===== src/rtl/unshift_streamer.sv =====
// Decoder-side bit unpacker: MSB-aligned window over a packed word stream.
// Optional simulation checks are compiled in with UNPACK_STREAMER_ASSERT_EN.
module unshift_streamer #(
  parameter int DATA_W = 8
) (
  input  logic                          clk_i,
  input  logic                          rst_ni,
  input  logic [DATA_W-1:0]             data_i,
  input  logic                          vld_i,
  output logic                          rdy_o,
  output logic [DATA_W-1:0]             data_o,
  output logic                          vld_o,
  input  logic [$clog2(DATA_W+1)-1:0]   consume_i,
  input  logic                          rdy_i,
  input  logic                          flush_i,
  output logic [$clog2(2*DATA_W+1)-1:0] fill_o,
  output logic                          idle_o
);
  localparam int FW = $clog2(2*DATA_W+1);
  localparam int CW = $clog2(DATA_W+1);
  localparam logic [FW-1:0] W_F  = FW'(DATA_W);
  localparam logic [FW-1:0] W2_F = FW'(2*DATA_W);

  typedef enum logic [1:0] {EMPTY, FILLING, FULL, FLUSH} st_e;

  logic [2*DATA_W-1:0] buf_q, buf_d, tmp, ext;
  logic [FW-1:0]       fill_q, fill_d, c, f_rem, r;
  st_e                 st_q, st_d;
  logic                acc, cons;

  function automatic st_e next_st(input logic [FW-1:0] f);
    if (f == '0)      return EMPTY;
    else if (f < W_F) return FILLING;
    else              return FULL;
  endfunction

  assign rdy_o  = (st_q != FLUSH) && (fill_q <= W_F);
  assign vld_o  = (st_q == FULL);
  assign idle_o = (st_q == EMPTY) && !vld_i;
  assign data_o = buf_q[2*DATA_W-1:DATA_W];
  assign fill_o = fill_q;

  assign acc   = vld_i && rdy_o;
  assign cons  = vld_o && rdy_i;
  assign c     = cons ? FW'(consume_i) : '0;
  assign f_rem = fill_q - c;
  assign tmp   = buf_q << c;
  // New word lands directly below the bits that survive this cycle's consume.
  assign ext   = {data_i, {DATA_W{1'b0}}} >> f_rem;

  // Distance to the next input-word boundary (fill_q mod DATA_W).
  always_comb begin
    if (fill_q >= W2_F)     r = '0;
    else if (fill_q >= W_F) r = fill_q - W_F;
    else                    r = fill_q;
  end

  always_comb begin
    buf_d  = buf_q;
    fill_d = fill_q;
    st_d   = st_q;
    if (st_q == FLUSH) begin
      buf_d  = buf_q << r;
      fill_d = fill_q - r;
      st_d   = next_st(fill_q - r);
    end else if (flush_i && st_q != EMPTY) begin
      st_d = FLUSH;
    end else if (acc) begin
      buf_d  = tmp | ext;
      fill_d = f_rem + W_F;
      st_d   = next_st(f_rem + W_F);
    end else begin
      buf_d  = tmp;
      fill_d = f_rem;
      st_d   = next_st(f_rem);
    end
  end

  always_ff @(posedge clk_i or negedge rst_ni) begin
    if (!rst_ni) begin
      buf_q  <= '0;
      fill_q <= '0;
      st_q   <= EMPTY;
    end else begin
      buf_q  <= buf_d;
      fill_q <= fill_d;
      st_q   <= st_d;
    end
  end

`ifdef UNPACK_STREAMER_ASSERT_EN
  logic stall_q;
  always_ff @(posedge clk_i or negedge rst_ni) begin
    if (!rst_ni) begin
      stall_q <= 1'b0;
    end else begin
      stall_q <= vld_i && !rdy_o;
      assert (consume_i <= CW'(DATA_W))
        else $error("%0t: consume_i exceeds DATA_W", $time);
      assert (!cons || FW'(consume_i) <= fill_q)
        else $error("%0t: consume_i exceeds fill", $time);
      assert ((buf_q << fill_q) == '0)
        else $error("%0t: stale bits below fill", $time);
      assert ((fill_q == '0) == (st_q == EMPTY))
        else $error("%0t: fill/state disagree", $time);
      assert (!stall_q || vld_i)
        else $error("%0t: vld_i dropped while stalled", $time);
    end
  end
`endif

endmodule


===== config.mk =====
export PLATFORM = sky130hd
export DESIGN_NAME = unshift_streamer
export DESIGN_NICKNAME = d
export VERILOG_FILES = /design/src/rtl/unshift_streamer.sv
export SDC_FILE = /design/constraint.sdc
export NUM_CORES = 1
export LEC_CHECK = 0
export BUFFER_PORTS_ARGS = -buffer_cell sky130_fd_sc_hd__buf_2
export CORE_UTILIZATION = 60
export CTS_CLUSTER_DIAMETER = 100
export DETAILED_ROUTE_END_ITERATION = 8
export PLACE_DENSITY_LB_ADDON = 0.08
export SLEW_MARGIN = 40
export SYNTH_ARGS = -nofsm -noshare
export SYNTH_HDL_FRONTEND = slang
export SYNTH_SLANG_ARGS = --single-unit

===== constraint.sdc =====
create_clock -name clk_i -period 3.8 [get_ports clk_i]
set_clock_uncertainty 0.1 [all_clocks]
set_input_delay 0.38 -clock clk_i [delete_from_list [all_inputs] [get_ports clk_i]]
set_output_delay 0.38 -clock clk_i [all_outputs]
set_load 0.02 [all_outputs]

Word level (Yosys, flattened, before mapping)
Index checks and enable logic that the tools add are counted.

word-level totals
  word-level logic and storage cells = 50
  bits in registers = 23
  memories = 0
  bits in writable memories = 0
  bits of input ports = 17
  bits in latches = 0
  output and inout bits = 16
  memory bits (read-only) = 0

cells by class
  order comparisons = 6
  bitwise operators = 1
  multiply operators = 0
  div/mod/pow operators = 0
  add/sub/neg operators = 4
  shift operators = 3
  reductions and logical operators = 11
  equal/unequal tests = 4
  multiplexer cells = 18

operators by type and width
  cell                                                                           number
  16-bit 2-to-1 mux                                                              3
  5-bit 2-to-1 mux                                                               5
  2-bit 2-to-1 mux                                                               9
  16-bit OR                                                                      1
  16-bit by 4-bit left shift with 16-bit output                                  1
  16-bit by 5-bit left shift with 16-bit output                                  1
  16-bit by 5-bit >> shifter with 16-bit output                                  1
  5-bit logical NOT                                                              3
  5-bit by 4-bit less-than comparator with 1-bit output (second input constant)  3
  5-bit by 4-bit adder with 5-bit output (second input constant)                 1
  5-bit by 4-bit >= comparator with 1-bit output (second input constant)         1
  5-bit >= comparator (second input constant)                                    1
  5-bit by 4-bit <= comparator with 1-bit output (second input constant)         1
  1-bit logical AND                                                              5
  5-bit by 4-bit subtractor with 5-bit output                                    1
  5-bit by 4-bit subtractor with 5-bit output (second input constant)            1
  5-bit subtractor                                                               1
  2-bit equality test (second input constant)                                    2
  4-bit 2-to-1 mux                                                               1
  2-bit inequality test (second input constant)                                  2
  2-bit logical NOT                                                              1
  2-bit nonzero test                                                             1
  1-bit logical NOT                                                              1

Logic depth before layout (Yosys ltp)
  depth in word-level cells = 11
  depth in mapped cells = 14
  gate-level depth less buffers = 12

Worst setup path after synthesis
OpenSTA, ideal clock, no wires.

  kind = input -> register
  start = input consume_i[0]
  end = register st_q[0]
  path buffers = 2
  path slack = 0.440 ns
  required time = 3.555 ns
  cell stages on the path = 13
  arrival = 3.115 ns
  setup time = 0.145 ns
  cells stage by stage = buf_2 nand4b_1 inv_1 ha_1 inv_1 fa_1 a21o_1 a21oi_1 xnor2_1 clkbuf_1 ha_1 o2111ai_1 o2111ai_1

between the ends
  cells in the longest elaborated chain, start to end = 9
  elaborated cells on any way between the ends = 14
  those cells by class = add/sub (2); order compare (2); mux (8); reduce/logical (2)

RTL lines
  item                                                   line  RTL
  start, declared                                        13    input logic [$clog2(DATA_W+1)-1:0] consume_i,
  4-bit 2-to-1 mux *                                     45    assign c = cons ? FW'(consume_i) : '0;
  5-bit by 4-bit subtractor with 5-bit output *          46    assign f_rem = fill_q - c;
  5-bit by 4-bit adder with 5-bit output                 71    st_d = next_st(f_rem + W_F);
  5-bit by 4-bit less-than comparator with 1-bit output  33    else if (f < W_F) return FILLING;
  2-bit 2-to-1 mux                                       33
  2-bit 2-to-1 mux                                       32    if (f == '0) return EMPTY;
  2-bit 2-to-1 mux *                                     68    end else if (acc) begin
  2-bit 2-to-1 mux *                                     66    end else if (flush_i && st_q != EMPTY) begin
  2-bit 2-to-1 mux *                                     62    if (st_q == FLUSH) begin
  net st_d[0]                                            28    st_e st_q, st_d;
  end signal, assigned                                   87    st_q <= st_d;
  end, declared                                          28

Mark *: on every way through the listed nets, which the timed path passes. The rest lies on a longest branch.
A chain may end at the register's enable or synchronous reset.

Worst setup path after layout
  start = register st_q[0]
  end = register buf_q[1]

between the ends
  cells in the longest elaborated chain, start to end = 9
  elaborated cells on any way between the ends = 17
  those cells by class = add/sub (1); eq/ne (4); shift (2); mux (4); bitwise (1); reduce/logical (5)

RTL lines
  item                                           line  RTL
  2-bit equality test                            38    assign vld_o = (st_q == FULL);
  1-bit logical AND                              44    assign cons = vld_o && rdy_i;
  4-bit 2-to-1 mux                               45
  5-bit by 4-bit subtractor with 5-bit output    46
  16-bit by 5-bit >> shifter with 16-bit output  49    assign ext = {data_i, {DATA_W{1'b0}}} >> f_rem;
  16-bit OR                                      69    buf_d = tmp | ext;
  16-bit 2-to-1 mux                              68
  16-bit 2-to-1 mux                              66
  16-bit 2-to-1 mux                              62
  end signal, assigned                           85    buf_q <= buf_d;
  end, declared                                  26    logic [2*DATA_W-1:0] buf_q, buf_d, tmp, ext;

Several ways; a longest one is shown, not always the timed one. The select of a mux whose other input is x is not followed.

==> flow_summary.ini <==
[die]
initial_core_util_pct = 63.6
rows = 28
die_h_um = 82.2
core_area_um2 = 6060
dieArea_um2 = 6750
die_w_um = 82.2
ios = 33

[yosys]
syn_nets = 539
ys.flop_type = dfrtp_1
yosysUniqueCellTypes = 77
synth-edff-count = 0
yosys_warnings = 0
netlist_area_um2 = 3860
synth-async-reset-ratio_pct = 100
ys_seq_elements = 23
synthCells = 512
yosysSeqAreaShare_pct = 14.9
syn_area_per_cell_um2 = 7.53

[critical_path]
critPathCaptureType = register
worstSetupPathType = reg2reg
crit_path_start_kind = register
cp.required_ns = 3.85
cp_max_fo = 11
arrival_ns = 3.56

[placement]
dpl.hpwl_um = 9790
port-buffer-count = 32
gp_congestion = 1.07

[drt]
drt_iter0_drc = 451
drc_errors = 0
vias_per_cell = 7.38
final_antenna_net_count = 0
wl_um = 13300
wl_per_cell_um = 22.8
firstDrtPassIters = 6
vias = 4311

[finish]
nets = 537
nFillCells = 558
layout_commonest_cell = nor2_1
layout_common_cells = nor2_1, mux2i_1, nand2_1
n_antenna_cell = 0
syn2layout_area_growth_pct = 4.67
drive_gt1_share_pct = 17.5

[clocking]
cts_buffers = 3
htreeDepth = 1
cts_tree = done
clk_root_buffer_cell = clkbuf_8
clk_pin_slew_ns = 0.09
clk_latency_ns = 0.28
postCtsSetupRepairBufs = 0
cts_hold_buf = 0
post_cts_resized = 0
cts.sinks = 23
cts_buffer_depth = 2

[timing]
rsz0062_at_grt = false
hold_viol = 23
setup_viol = 0
fin_hold_ws_ns = -0.0181
period_needed_ns = 3.50
fin_crit_sh_pct = 92.2
max-slew-margin-rel_pct = 43.8
timing.fmax_ghz = 0.285
slew_violations = 0
tns_ns = 0
tightest_slew_ns = 0.837

[pwr]
power_density_nw_per_um2 = 1080
p_leak_uw = 0.00165
ir_worst_vdd_uv = 674
p_total_uw = 4340

[global_routing]
grt_pass1_wl_um = 20000
grt_remaining_overflow = 0
antenna_found_initial = 0
grt_max_degree = 30
grt_pass1_vias = 3692
grt_usage_pct = 40.3

[run]
drv_cap = 0

[outcome]
violations = negative hold slack
status = finished with violations

[worst_hold_path]
hold_class = in2async
-- metrics by stage --
step / cell area (um2) / cells / hold slack [ns] / setup slack (ns) / util, %
after floorplan: 3860 / 512 / -0.0156 / 0.440 / -
after global placement: 3990 / 580 / 0.296 / 0.503 / 65.8
after detailed placement: 3990 / 580 / 0.304 / 0.378 / 65.8
after CTS: 4040 / 584 / 0.00442 / 0.389 / 66.6
after global routing: 4040 / 584 / 0.0210 / 0.189 / 66.6
final: 4040 / 584 / -0.0181 / 0.295 / 66.6
-- per-layer routing --
metal,track usage (%),wire length [um],vias up,part of all wire [%]
met2,63.3,6000,305,45
met3,8.46,1570,53,12
met1,53.6,5330,2023,40
met4,16.3,447,0,3.4
met5,0,0,-,0
li1,-,-,1930,-
-- Yosys cell counts (4+ instances only) --
cell      number  area (um2)
nor2b_1        9        56.3
buf_2          9        45.0
inv_1         12        45.0
a211oi_1      11        82.6
o21ai_0       25         125
nor3_1        15        75.1
a31oi_1        7        43.8
buf_4          8        60.1
o21ai_1        6        30.0
or3_1          4        25.0
nor2_1        49         184
o21a_1         8        60.1
nand2b_1       7        43.8
o22ai_1       12        75.1
nand2_1       36         135
mux4_2         8         180
mux2i_1       38         380
a221oi_1       8        70.1
a22oi_1        7        52.6
nor4_1         6        37.5
mux2_2         9         101
nor4b_1        4        35.0
clkbuf_1      39         146
o22a_1         5        43.8
o211ai_1       5        37.5
ha_1           9         113
dfrtp_1       23         576
nand3_1       10        50.1
a21oi_1       32         160
a21o_1         5        37.5
o31a_1         4        35.0
-- layout make-up --
cell class / count / area (um2) / area share, %
Sequential cell: 23 / 576 / 14.3
Timing Repair Buffer: 55 / 333 / 8.25
Clock inverter: 1 / 5.00 / 0.124
Tap cell: 75 / 93.8 / 2.32
Inverter: 14 / 52.6 / 1.30
Clock buffer: 3 / 41.3 / 1.02
Multi-Input combinational cell: 413 / 2940 / 72.7
-- critical path, cell delays in order (launching register included) --
cell,delay (ns)
dfrtp_1,0.45
and3b_1,0.35
and2_1,0.19
inv_2,0.09
ha_1,0.38
and3b_1,0.21
or3_1,0.36
and2_0,0.31
buf_4,0.26
mux2i_1,0.14
a221oi_1,0.38
a21oi_1,0.13
-- cells by family (layout without fill, tap and decap cells) --
logic type               count (synthesis)  after routing  share of synthesized area [%]
AO/OA/AOI/OAI                          177            177                           32.3
adder cells (fa/ha/maj)                 11             11                           3.70
multiplexers                            55             55                           17.2
buffers and inverters                   76             73                           9.05
XOR/XNOR                                 4              4                          0.909
other                                    1              1                         0.0972
AND/OR/NAND/NOR                        165            165                           21.8
flip-flops                              23             23                           14.9
-- power by group --
part	leakage (uW)	switching [uW]	internal, uW
Sequential	0.000277	355	363
Combinational	0.00135	2030	1430
Clock	0.0000255	92.7	73.7
Total	0.00165	2480	1870
-- worst paths after layout --
kind | startpoint | endpoint | slack [ns] | cells after the start
worst max-delay path | st_q[0] | buf_q[1] | 0.30 | 11
worst min-delay path | rst_ni | buf_q[6] | -0.02 | 1
worst max register to register | st_q[0] | buf_q[1] | 0.30 | 11
worst min register to register | buf_q[15] | buf_q[15] | 0.59 | 2
max in group asynchronous | rst_ni | buf_q[8] | 3.23 | 1
min in group clk_i | flush_i | st_q[0] | 0.51 | 3
-- sequential cells by signal, indices dropped and copies added, names as in the netlist --
register,flops
buf_q,16
fill_o,5
st_q,2
(Power assumes the default switching activity.)
